**config.mk**
```make
export PLATFORM = sky130hd
export DESIGN_NAME = i2c_txn_sequencer
export DESIGN_NICKNAME = d
export VERILOG_FILES = /design/src/rtl/i2c_txn_sequencer.sv
export SDC_FILE = /design/constraint.sdc
export NUM_CORES = 1
export LEC_CHECK = 0
export BUFFER_PORTS_ARGS = -buffer_cell sky130_fd_sc_hd__buf_2
export CAP_MARGIN = 10
export CORE_MARGIN = 5
export CORE_UTILIZATION = 50
export DETAILED_ROUTE_END_ITERATION = 12
export PLACE_DENSITY = 0.73
export REMOVE_ABC_BUFFERS = 1
export SYNTH_ARGS = -nofsm -noshare
export SYNTH_HDL_FRONTEND = slang
export SYNTH_SLANG_ARGS = --single-unit
export TNS_END_PERCENT = 1
```
**constraint.sdc**
```tcl
create_clock -name clk -period 2.5 [get_ports clk]
set_input_delay 0.5 -clock clk [delete_from_list [all_inputs] [get_ports clk]]
set_output_delay 0.5 -clock clk [all_outputs]
set_load 0.03 [all_outputs]
```
**src/rtl/i2c_txn_sequencer.sv**
```systemverilog
// i2c_txn_sequencer: expands one register read/write request into a byte-level I2C master command stream
module i2c_txn_sequencer #(
    parameter int TIMEOUT_CYCLES = 4096
) (
    input  logic       clk,
    input  logic       rst_n,
    input  logic       req_valid,
    output logic       req_ready,
    input  logic       req_rw,
    input  logic [6:0] req_dev,
    input  logic [7:0] req_reg,
    input  logic [7:0] req_wdata,
    output logic       rsp_valid,
    output logic [7:0] rsp_rdata,
    output logic       rsp_nack,
    output logic       rsp_timeout,
    output logic [2:0] i2c_cmd,
    output logic [7:0] i2c_din,
    output logic       i2c_wr,
    input  logic       i2c_ready,
    input  logic       i2c_ack,
    input  logic [7:0] i2c_dout
);
    localparam logic [2:0] C_START   = 3'b000;
    localparam logic [2:0] C_WR      = 3'b001;
    localparam logic [2:0] C_RD      = 3'b010;
    localparam logic [2:0] C_STOP    = 3'b011;
    localparam logic [2:0] C_RESTART = 3'b100;
    localparam int TW = $clog2(TIMEOUT_CYCLES + 1);

    typedef enum logic [2:0] {IDLE, ISSUE, WAIT_BUSY, WAIT_DONE, NEXT, RESP} state_t;

    state_t          state, state_nx;
    logic            rw;
    logic [6:0]      dev;
    logic [7:0]      rg, wd;
    logic [2:0]      step, last, step_cmd;
    logic [7:0]      step_din;
    logic            ack_q, accept, expired, waiting;
    logic [TW-1:0]   tcnt;

    assign accept    = req_valid && req_ready;
    assign last      = rw ? 3'd6 : 3'd4;
    assign waiting   = state == WAIT_BUSY || state == WAIT_DONE;
    assign expired   = tcnt == TW'(TIMEOUT_CYCLES - 1);
    assign rsp_valid = state == RESP;

    // command and byte for the current step of the latched request
    always_comb begin
        step_cmd = C_STOP;
        step_din = 8'h00;
        case (step)
            3'd0: step_cmd = C_START;
            3'd1: begin step_cmd = C_WR; step_din = {dev, 1'b0}; end
            3'd2: begin step_cmd = C_WR; step_din = rg; end
            3'd3: begin step_cmd = rw ? C_RESTART : C_WR; step_din = rw ? 8'h00 : wd; end
            3'd4: begin step_cmd = rw ? C_WR : C_STOP; step_din = rw ? {dev, 1'b1} : 8'h00; end
            3'd5: begin step_cmd = C_RD; step_din = 8'h01; end
            default: ;
        endcase
    end

    // state register
    always_ff @(posedge clk or negedge rst_n) begin
        if (!rst_n) state <= IDLE;
        else        state <= state_nx;
    end

    // next-state: issue a command, wait for the master to go busy then idle, advance or abort
    always_comb begin
        state_nx = state;
        case (state)
            IDLE:      if (accept) state_nx = ISSUE;
            ISSUE:     if (i2c_ready) state_nx = WAIT_BUSY;
            WAIT_BUSY: state_nx = expired ? RESP : (!i2c_ready ? WAIT_DONE : WAIT_BUSY);
            WAIT_DONE: state_nx = expired ? RESP : (i2c_ready ? NEXT : WAIT_DONE);
            NEXT:      state_nx = (step == last) ? RESP : ISSUE;
            RESP:      state_nx = IDLE;
            default:   state_nx = IDLE;
        endcase
    end

    // request latch, command strobe, timeout counter, step advance and response flags
    always_ff @(posedge clk or negedge rst_n) begin
        if (!rst_n) begin
            req_ready   <= 1'b0;
            i2c_wr      <= 1'b0;
            i2c_cmd     <= C_START;
            i2c_din     <= 8'h00;
            rw          <= 1'b0;
            dev         <= 7'h00;
            rg          <= 8'h00;
            wd          <= 8'h00;
            step        <= 3'd0;
            ack_q       <= 1'b0;
            tcnt        <= '0;
            rsp_rdata   <= 8'h00;
            rsp_nack    <= 1'b0;
            rsp_timeout <= 1'b0;
        end else begin
            req_ready <= state_nx == IDLE;
            i2c_wr    <= state == ISSUE && i2c_ready;
            if (accept) begin
                rw          <= req_rw;
                dev         <= req_dev;
                rg          <= req_reg;
                wd          <= req_wdata;
                step        <= 3'd0;
                rsp_rdata   <= 8'h00;
                rsp_nack    <= 1'b0;
                rsp_timeout <= 1'b0;
            end
            if (state == ISSUE && i2c_ready) begin
                i2c_cmd <= step_cmd;
                i2c_din <= step_din;
                tcnt    <= '0;
            end
            if (waiting) begin
                tcnt <= tcnt + 1'b1;
                if (expired) rsp_timeout <= 1'b1;
                else if (state == WAIT_DONE && i2c_ready) begin
                    if (i2c_cmd == C_WR) ack_q <= i2c_ack;
                    if (i2c_cmd == C_RD) rsp_rdata <= i2c_dout;
                end
            end
            if (state == NEXT && step != last) begin
                if (i2c_cmd == C_WR && ack_q) begin
                    rsp_nack <= 1'b1;
                    step     <= last;
                end else begin
                    step <= step + 1'b1;
                end
            end
        end
    end
endmodule

```
==> results of run 1 <==
Yosys cell counts (7+ instances only):
| master | count |
|---|---|
| sky130_fd_sc_hd__a21oi_1 | 8 |
| sky130_fd_sc_hd__a221o_1 | 7 |
| sky130_fd_sc_hd__a22oi_1 | 7 |
| sky130_fd_sc_hd__clkbuf_1 | 8 |
| sky130_fd_sc_hd__dfrtp_1 | 67 |
| sky130_fd_sc_hd__ha_1 | 7 |
| sky130_fd_sc_hd__inv_1 | 14 |
| sky130_fd_sc_hd__mux2_2 | 25 |
| sky130_fd_sc_hd__mux2i_1 | 10 |
| sky130_fd_sc_hd__nand2_1 | 31 |
| sky130_fd_sc_hd__nand3_1 | 7 |
| sky130_fd_sc_hd__nor2_1 | 18 |
| sky130_fd_sc_hd__o21ai_0 | 18 |
layout by cell type (no fill, tap or decap), types with 3 or more instances in the layout:
cell type / Yosys / layout
sky130_fd_sc_hd__nor2b_1: 3 / 3
sky130_fd_sc_hd__nand3_1: 7 / 7
sky130_fd_sc_hd__nor2_1: 18 / 18
sky130_fd_sc_hd__a221o_1: 7 / 7
sky130_fd_sc_hd__inv_1: 14 / 14
sky130_fd_sc_hd__ha_1: 7 / 7
sky130_fd_sc_hd__buf_4: 0 / 6
sky130_fd_sc_hd__nand2_1: 31 / 31
sky130_fd_sc_hd__a21oi_1: 8 / 8
sky130_fd_sc_hd__o31ai_1: 4 / 4
sky130_fd_sc_hd__nor3_1: 3 / 3
sky130_fd_sc_hd__nand2b_1: 3 / 3
sky130_fd_sc_hd__mux2_2: 25 / 25
sky130_fd_sc_hd__clkbuf_8: 0 / 10
sky130_fd_sc_hd__o211ai_1: 3 / 3
sky130_fd_sc_hd__nand4_1: 4 / 4
sky130_fd_sc_hd__buf_2: 1 / 60
sky130_fd_sc_hd__xor2_1: 3 / 3
sky130_fd_sc_hd__a22oi_1: 7 / 7
sky130_fd_sc_hd__o21ai_0: 18 / 18
sky130_fd_sc_hd__mux2i_1: 10 / 10
sky130_fd_sc_hd__dfrtp_1: 67 / 67
per-stage QoR:
stage	power [mW]	cells	hold WS [ns]	cell area (um2)
6_report	3.84	420	0.164	3700
5_1_grt	4.10	420	0.198	3700
4_1_cts	3.88	420	0.182	3700
3_5_place_dp	2.90	405	0.465	3480
3_3_place_gp	2.84	405	0.459	3480
2_1_floorplan	2.50	263	0.204	3020
final timing paths:
kind	from	to	slack, ns	cells past startpoint
max	step[1]$_DFFE_PN0P_	i2c_din[7]$_DFFE_PN0P_	0.69	7
min	rst_n	step[1]$_DFFE_PN0P_	0.16	2
max reg2reg	step[1]$_DFFE_PN0P_	i2c_din[7]$_DFFE_PN0P_	0.69	7
min reg2reg	rsp_nack$_DFF_PN0_	rsp_nack$_DFF_PN0_	0.48	2
max in group asynchronous	rst_n	i2c_din[7]$_DFFE_PN0P_	2.04	2
min in group clk	req_reg[6]	rg[6]$_DFFE_PN0P_	0.39	2
cell type report:
| cell class | count | area, um2 |
|---|---|---|
| fillers | 500 | 2260 |
| flip-flops and latches | 67 | 1680 |
| inverters | 14 | 52.6 |
| clock inverters | 5 | 77.6 |
| well taps | 75 | 93.8 |
| repair buffers | 67 | 365 |
| multi-input cells | 182 | 1290 |
| clock buffers | 10 | 138 |
state kept, by name, indices dropped and copies added, names as in the netlist, 3 cells and up:
signal / cells
tcnt: 13
i2c_din: 8
rg: 8
rsp_rdata: 8
wd: 8
dev: 7
i2c_cmd: 3
state: 3
step: 3
routing by layer:
metal,share of wire,vias up
met1,0.44,1147
met4,0.027,0
met3,0.063,14
li1,-,1105
met2,0.47,66
met5,0,-
where the power goes:
group	internal, mW	switching [mW]	total, mW
clock network	0.579	0.390	0.970
logic	0.515	0.631	1.15
registers	1.44	0.282	1.73
critical path: stages, from the launching register on:
cell	delay, ns
sky130_fd_sc_hd__dfrtp_1	0.46
sky130_fd_sc_hd__ha_1	0.21
sky130_fd_sc_hd__ha_1	0.18
sky130_fd_sc_hd__nor2b_1	0.13
sky130_fd_sc_hd__buf_4	0.18
sky130_fd_sc_hd__a22oi_1	0.21
sky130_fd_sc_hd__nor2_1	0.06
sky130_fd_sc_hd__a221o_1	0.27
cells by family (layout without fill, tap and decap cells):
| kind of cell | after synthesis | in the layout |
|---|---|---|
| compound gates | 55 | 55 |
| mux | 35 | 35 |
| xor+xnor | 4 | 4 |
| fa+ha+maj | 7 | 7 |
| flops | 67 | 67 |
| simple gates | 81 | 81 |
| buf+inv | 27 | 96 |
==> reports/metrics.cfg, run 1 <==
[global_routing]
grt_pass1_vias = 2277
gr-usage-met1 = 0.237
gr-usage-all-layers = 0.179
grt_overflow = 0
pin_count_of_the_biggest_net_entering_global_routing = 68
grt_pass1_wl_um = 10800
met3_usage = 0.0484
grt_antenna_before_repair = 0
grtUsageMet2 = 0.274
global_route.peak_usage_layer = met2

[timing]
finalCriticalPeriod_ns = 1.81
timing.clock.skew_ns = 0.00771
worst_pin_slew_ns = 0.723
max_freq_ghz = 0.551
final_min_period_over_clock_period = 0.726
max-slew-margin-rel = 0.511
final-setup-viol-count = 0
report.final.hold_viol_count = 0
fin_tns_setup_ns = 0
final-max-slew-violation-count = 0
post-route-worst-setup-slack_ns = 0.686
rsz0062_at_grt = false

[place]
detailedPlacementHpwl_um = 4520
count_of_buffers_inserted_at_the_top_level_ports = 60
gp_congestion = 0.851
pre_cts_worst_setup_slack_ns = 0.564

[die]
coreArea_mm2 = 0.00596
floorplan.rows = 28
fp.dieArea_mm2 = 0.00783
dieWidth_um = 88.5
dieHeight_um = 88.5
initial_core_util = 0.517
ios = 61

[clock_tree]
cts.reportedPaths.clkPinSlew_ns = 0.07
worstSkewPairLatency_ns = 0.33
root_buffer = sky130_fd_sc_hd__clkbuf_8
maximum_buffer_depth_of_the_clock_tree = 2
hold_buffers = 0
cts.htree.levels = 3
cts-resized-gates = 0
cts_inserted_buffers = 9
tritoncts = built
cts.repair_timing.setup_buffer_count = 0
clock_sink_count = 67

[logic_synthesis]
synth.avg_cell_area_um2 = 11.2
synthAdderAreaFrac = 0.0284
synthMuxAreaShare = 0.124
flop_and_latch_count_out_of_synthesis = 67
combinational_family_with_the_most_area_after_synthesis = simple AND/OR/NAND/NOR gates
ys_seq_area_frac = 0.544
number_of_enable_flip_flop_cells_after_synthesis = 0
post_synth_and_or_nand_nor_area_fraction = 0.130
async_flop_share = 1.00
primary_ff_master_synth = sky130_fd_sc_hd__dfrtp_1
synth_cells = 276
number_of_unique_standard_cell_types_used_by_synthesis = 40
yosys-top-cells-area = sky130_fd_sc_hd__dfrtp_1 54%, sky130_fd_sc_hd__mux2_2 9.1%, sky130_fd_sc_hd__nand2_1 3.8%
fraction_of_synthesized_cell_area_in_xor_and_xnor_cells = 0.0114
post-synth-top-area-cell = sky130_fd_sc_hd__dfrtp_1
synth_area_mm2 = 0.00308
synth_top_area_frac = 0.544
synth-compound-area-share = 0.127
yosys_warnings = 0

[worst_setup_path]
cp_data_required_time_ns = 2.71
critical_path.endpoint_type = register
crit_path_start_kind = register
arrival_time_at_the_worst_endpoint_ns = 2.03
path_max_fanout = 9
timing_worst_setup_path_type = register to register

[route]
vias_per_cell = 5.55
routed_wire_length_per_instance_um = 15.1
detailroute.via_count = 2332
final_antenna_net_count = 0
detailedRoute.firstIterationViolations = 93
post_detailed_routing_wire_length_um = 6340
drc = 0
first_pass_detailed_route_iteration_total = 4

[run_status]
run_status = finished clean

[power]
power_leakage_nw = 1.77
power_density_mw_per_mm2 = 1040
worst_ir_drop_vdd_mv = 0.645

[finish]
finalCoreUtilization = 0.621
area.growth.synth_to_final_pct = 20.0
insertedDiodeCount = 0
num-nets-final = 385
fraction_of_layout_cells_with_a_size_suffix_above_1 = 0.328

[job]
timing.max_cap.violations = 0

[worst_hold_path]
worst_hold_path_type = input port to async pin

Power figures use the tool's default switching activity.
==> run 2, diff against run 1 <==
- clock period: 2.5 -> 1.7 ns (I/O delays scaled with it)
==> reports/metrics.cfg, run 2 (synthesis results as in run 1) <==
[run_status]
run_status = finished clean

[route]
detailedRoute.firstIterationViolations = 94  ; +1.1%
post_detailed_routing_wire_length_um = 6660  ; +5.0%
final_antenna_net_count = 0  ; unchanged
routed_wire_length_per_instance_um = 15.1  ; +0.26%
drc = 0  ; unchanged
first_pass_detailed_route_iteration_total = 4  ; unchanged
vias_per_cell = 5.36  ; -3.4%
detailroute.via_count = 2359  ; +1.2%

[timing]
final-max-slew-violation-count = 0  ; unchanged
final_min_period_over_clock_period = 0.963  ; +0.237
max-slew-margin-rel = 0.750  ; +0.239
finalCriticalPeriod_ns = 1.64  ; -0.177 ns
final-setup-viol-count = 0  ; unchanged
report.final.hold_viol_count = 0  ; unchanged
post-route-worst-setup-slack_ns = 0.0627  ; -0.623 ns
timing.clock.skew_ns = 0.00767  ; -0.0000413 ns
fin_tns_setup_ns = 0  ; unchanged
worst_pin_slew_ns = 0.373  ; -0.350 ns
max_freq_ghz = 0.611  ; +11%
rsz0062_at_grt = true

[global_routing]
grt_pass1_wl_um = 11100  ; +2.9%
pin_count_of_the_biggest_net_entering_global_routing = 44  ; -35%
met3_usage = 0.0587  ; +0.0102
grt_pass1_vias = 2416  ; +6.1%
global_route.peak_usage_layer = met2
grt_antenna_before_repair = 0  ; unchanged
grtUsageMet2 = 0.311  ; +0.0367
gr-usage-met1 = 0.229  ; -0.00780
gr-usage-all-layers = 0.184  ; +0.00497
grt_overflow = 0  ; unchanged

[worst_setup_path]
path_max_fanout = 9  ; unchanged
crit-reg2reg-launch = step[0]$_DFFE_PN0P_
cp_data_required_time_ns = 1.91  ; -0.80 ns
critical_path.endpoint_type = register
r2r-end = i2c_din[4]$_DFFE_PN0P_
r2r_slack_ns = 0.06  ; -0.62 ns
crit_path_start_kind = register
arrival_time_at_the_worst_endpoint_ns = 1.84  ; -0.19 ns
critPathLaunch = step[0]$_DFFE_PN0P_
timing_worst_setup_path_type = register to register
reg2regPathDepth = 6  ; -1

[clock_tree]
tritoncts = built
cts.htree.levels = 3  ; unchanged
root_buffer = sky130_fd_sc_hd__clkbuf_8
maximum_buffer_depth_of_the_clock_tree = 2  ; unchanged
cts_inserted_buffers = 9  ; unchanged
clock_sink_count = 67  ; unchanged
worstSkewPairLatency_ns = 0.33  ; about the same
cts.reportedPaths.clkPinSlew_ns = 0.07  ; about the same

[place]
detailedPlacementHpwl_um = 4790  ; +6.1%
gp_congestion = 0.811  ; -4.6%
pre_cts_worst_setup_slack_ns = -0.118  ; -0.682 ns
count_of_buffers_inserted_at_the_top_level_ports = 60  ; unchanged
placement.cell_area_mm2 = 0.00365  ; +4.7%

[die]
coreArea_mm2 = 0.00596  ; unchanged
floorplan.rows = 28  ; unchanged
dieHeight_um = 88.5  ; unchanged
dieWidth_um = 88.5  ; unchanged
initial_core_util = 0.517  ; unchanged
fp.dieArea_mm2 = 0.00783  ; unchanged
ios = 61  ; unchanged

[power]
internal_power_mw = 3.59  ; +41%
power.share.clock = 0.198  ; -0.054
power_density_mw_per_mm2 = 1430  ; +37%
seq_power_share = 0.451  ; +0.002
p_sw_mw = 1.96  ; +50%
power_leakage_nw = 1.86  ; +5.1%
pwr-share-comb = 0.350  ; +0.052
p_sw_frac = 0.353  ; +0.0137
worst_ir_drop_vdd_mv = 0.857  ; +33%

[finish]
finalCoreUtilization = 0.653  ; +0.0321
most_frequent_standard_cell_in_the_layout_excluding_fill_and_tap_cells = sky130_fd_sc_hd__dfrtp_1
finish.instance_area_mm2 = 0.00389  ; +5.2%
fraction_of_layout_cells_with_a_size_suffix_above_1 = 0.384  ; +0.0560
num-nets-final = 405  ; +5.2%
top_register = tcnt
number_of_flip_flops_under_the_largest_register_name = 13  ; unchanged
commonest_cells_after_routing_fill_and_taps_aside = 66 x sky130_fd_sc_hd__dfrtp_1, 60 x sky130_fd_sc_hd__buf_2, 31 x sky130_fd_sc_hd__nand2_1
insertedDiodeCount = 0  ; unchanged
area.growth.synth_to_final_pct = 26.2

[worst_hold_path]
hold_path_end = rg[1]$_DFFE_PN0P_
hold_path.startpoint = req_reg[1]
worst_hold_path_type = input port to register
min_delay_path_depth = 2

[job]
timing.max_cap.violations = 0  ; unchanged

run 2: cell count changes in the layout (fill, tap and decap cells not counted), sizes merged:
cell	previous run	this run
clkinvlp	1	0
buf	67	86
bufinv	2	0
dlygate4sd3	0	1
clkinv	2	3
clkbuf	10	12
run 2: power groups by stage:
stage	Sequential (mW)	Combinational [mW]	Clock [mW]
CTS	2.49	1.92	1.13
global route	2.57	2.15	1.20
finish	2.50	1.94	1.10
floorplan	2.67	1.01	0
global placement	2.50	1.86	0
detailed placement	2.51	1.91	0
run 2: layer usage:
metal	vias up	share of wire
met2	61	0.50
met3	7	0.055
met4	0	0.0072
met5	-	0
met1	1142	0.44
li1	1149	-
run 2: layout make-up:
cell class | count | area [um2]
clock buffers | 12 | 145
clock inverters | 3 | 15.0
fillers | 486 | 2070
inverters | 14 | 52.6
multi-input cells | 182 | 1350
flip-flops and latches | 67 | 1680
well taps | 75 | 93.8
repair buffers | 87 | 556
run 2: worst max path at each step:
stage | endpoint | depth (start not counted)
after floorplan | dev[0]$_DFFE_PN0P_ | 2
after global placement | i2c_din[4]$_DFFE_PN0P_ | 6
after detailed placement | i2c_din[2]$_DFFE_PN0P_ | 6
after CTS | i2c_din[3]$_DFFE_PN0P_ | 6
after global routing | i2c_din[4]$_DFFE_PN0P_ | 6
final | i2c_din[4]$_DFFE_PN0P_ | 6
run 2: timing repair:
| action | in CTS | in global routing |
|---|---|---|
| hold buffers | 1 | 0 |
| setup buffers | 0 | 2 |
| pin swaps | 0 | 3 |
| endpoints found under the hold margin | 2 | 0 |
| setup endpoints to repair | 9 | 13 |
| resized for setup | 4 | 10 |
run 2: critical path, stage by stage (launching register included):
cell,delay (ns)
sky130_fd_sc_hd__dfrtp_1,0.42
sky130_fd_sc_hd__ha_1,0.21
sky130_fd_sc_hd__ha_1,0.19
sky130_fd_sc_hd__nor2b_4,0.17
sky130_fd_sc_hd__a22oi_1,0.20
sky130_fd_sc_hd__nor2_1,0.06
sky130_fd_sc_hd__a221o_1,0.28
run 2: metrics by stage:
step                hold slack (ns)  std cells  power (mW)
finish                        0.236        440        5.55
global route                  0.218        440        5.92
CTS                           0.223        438        5.54
detailed placement            0.171        422        4.41
global placement              0.172        422        4.35
floorplan                    0.0444        263        3.68
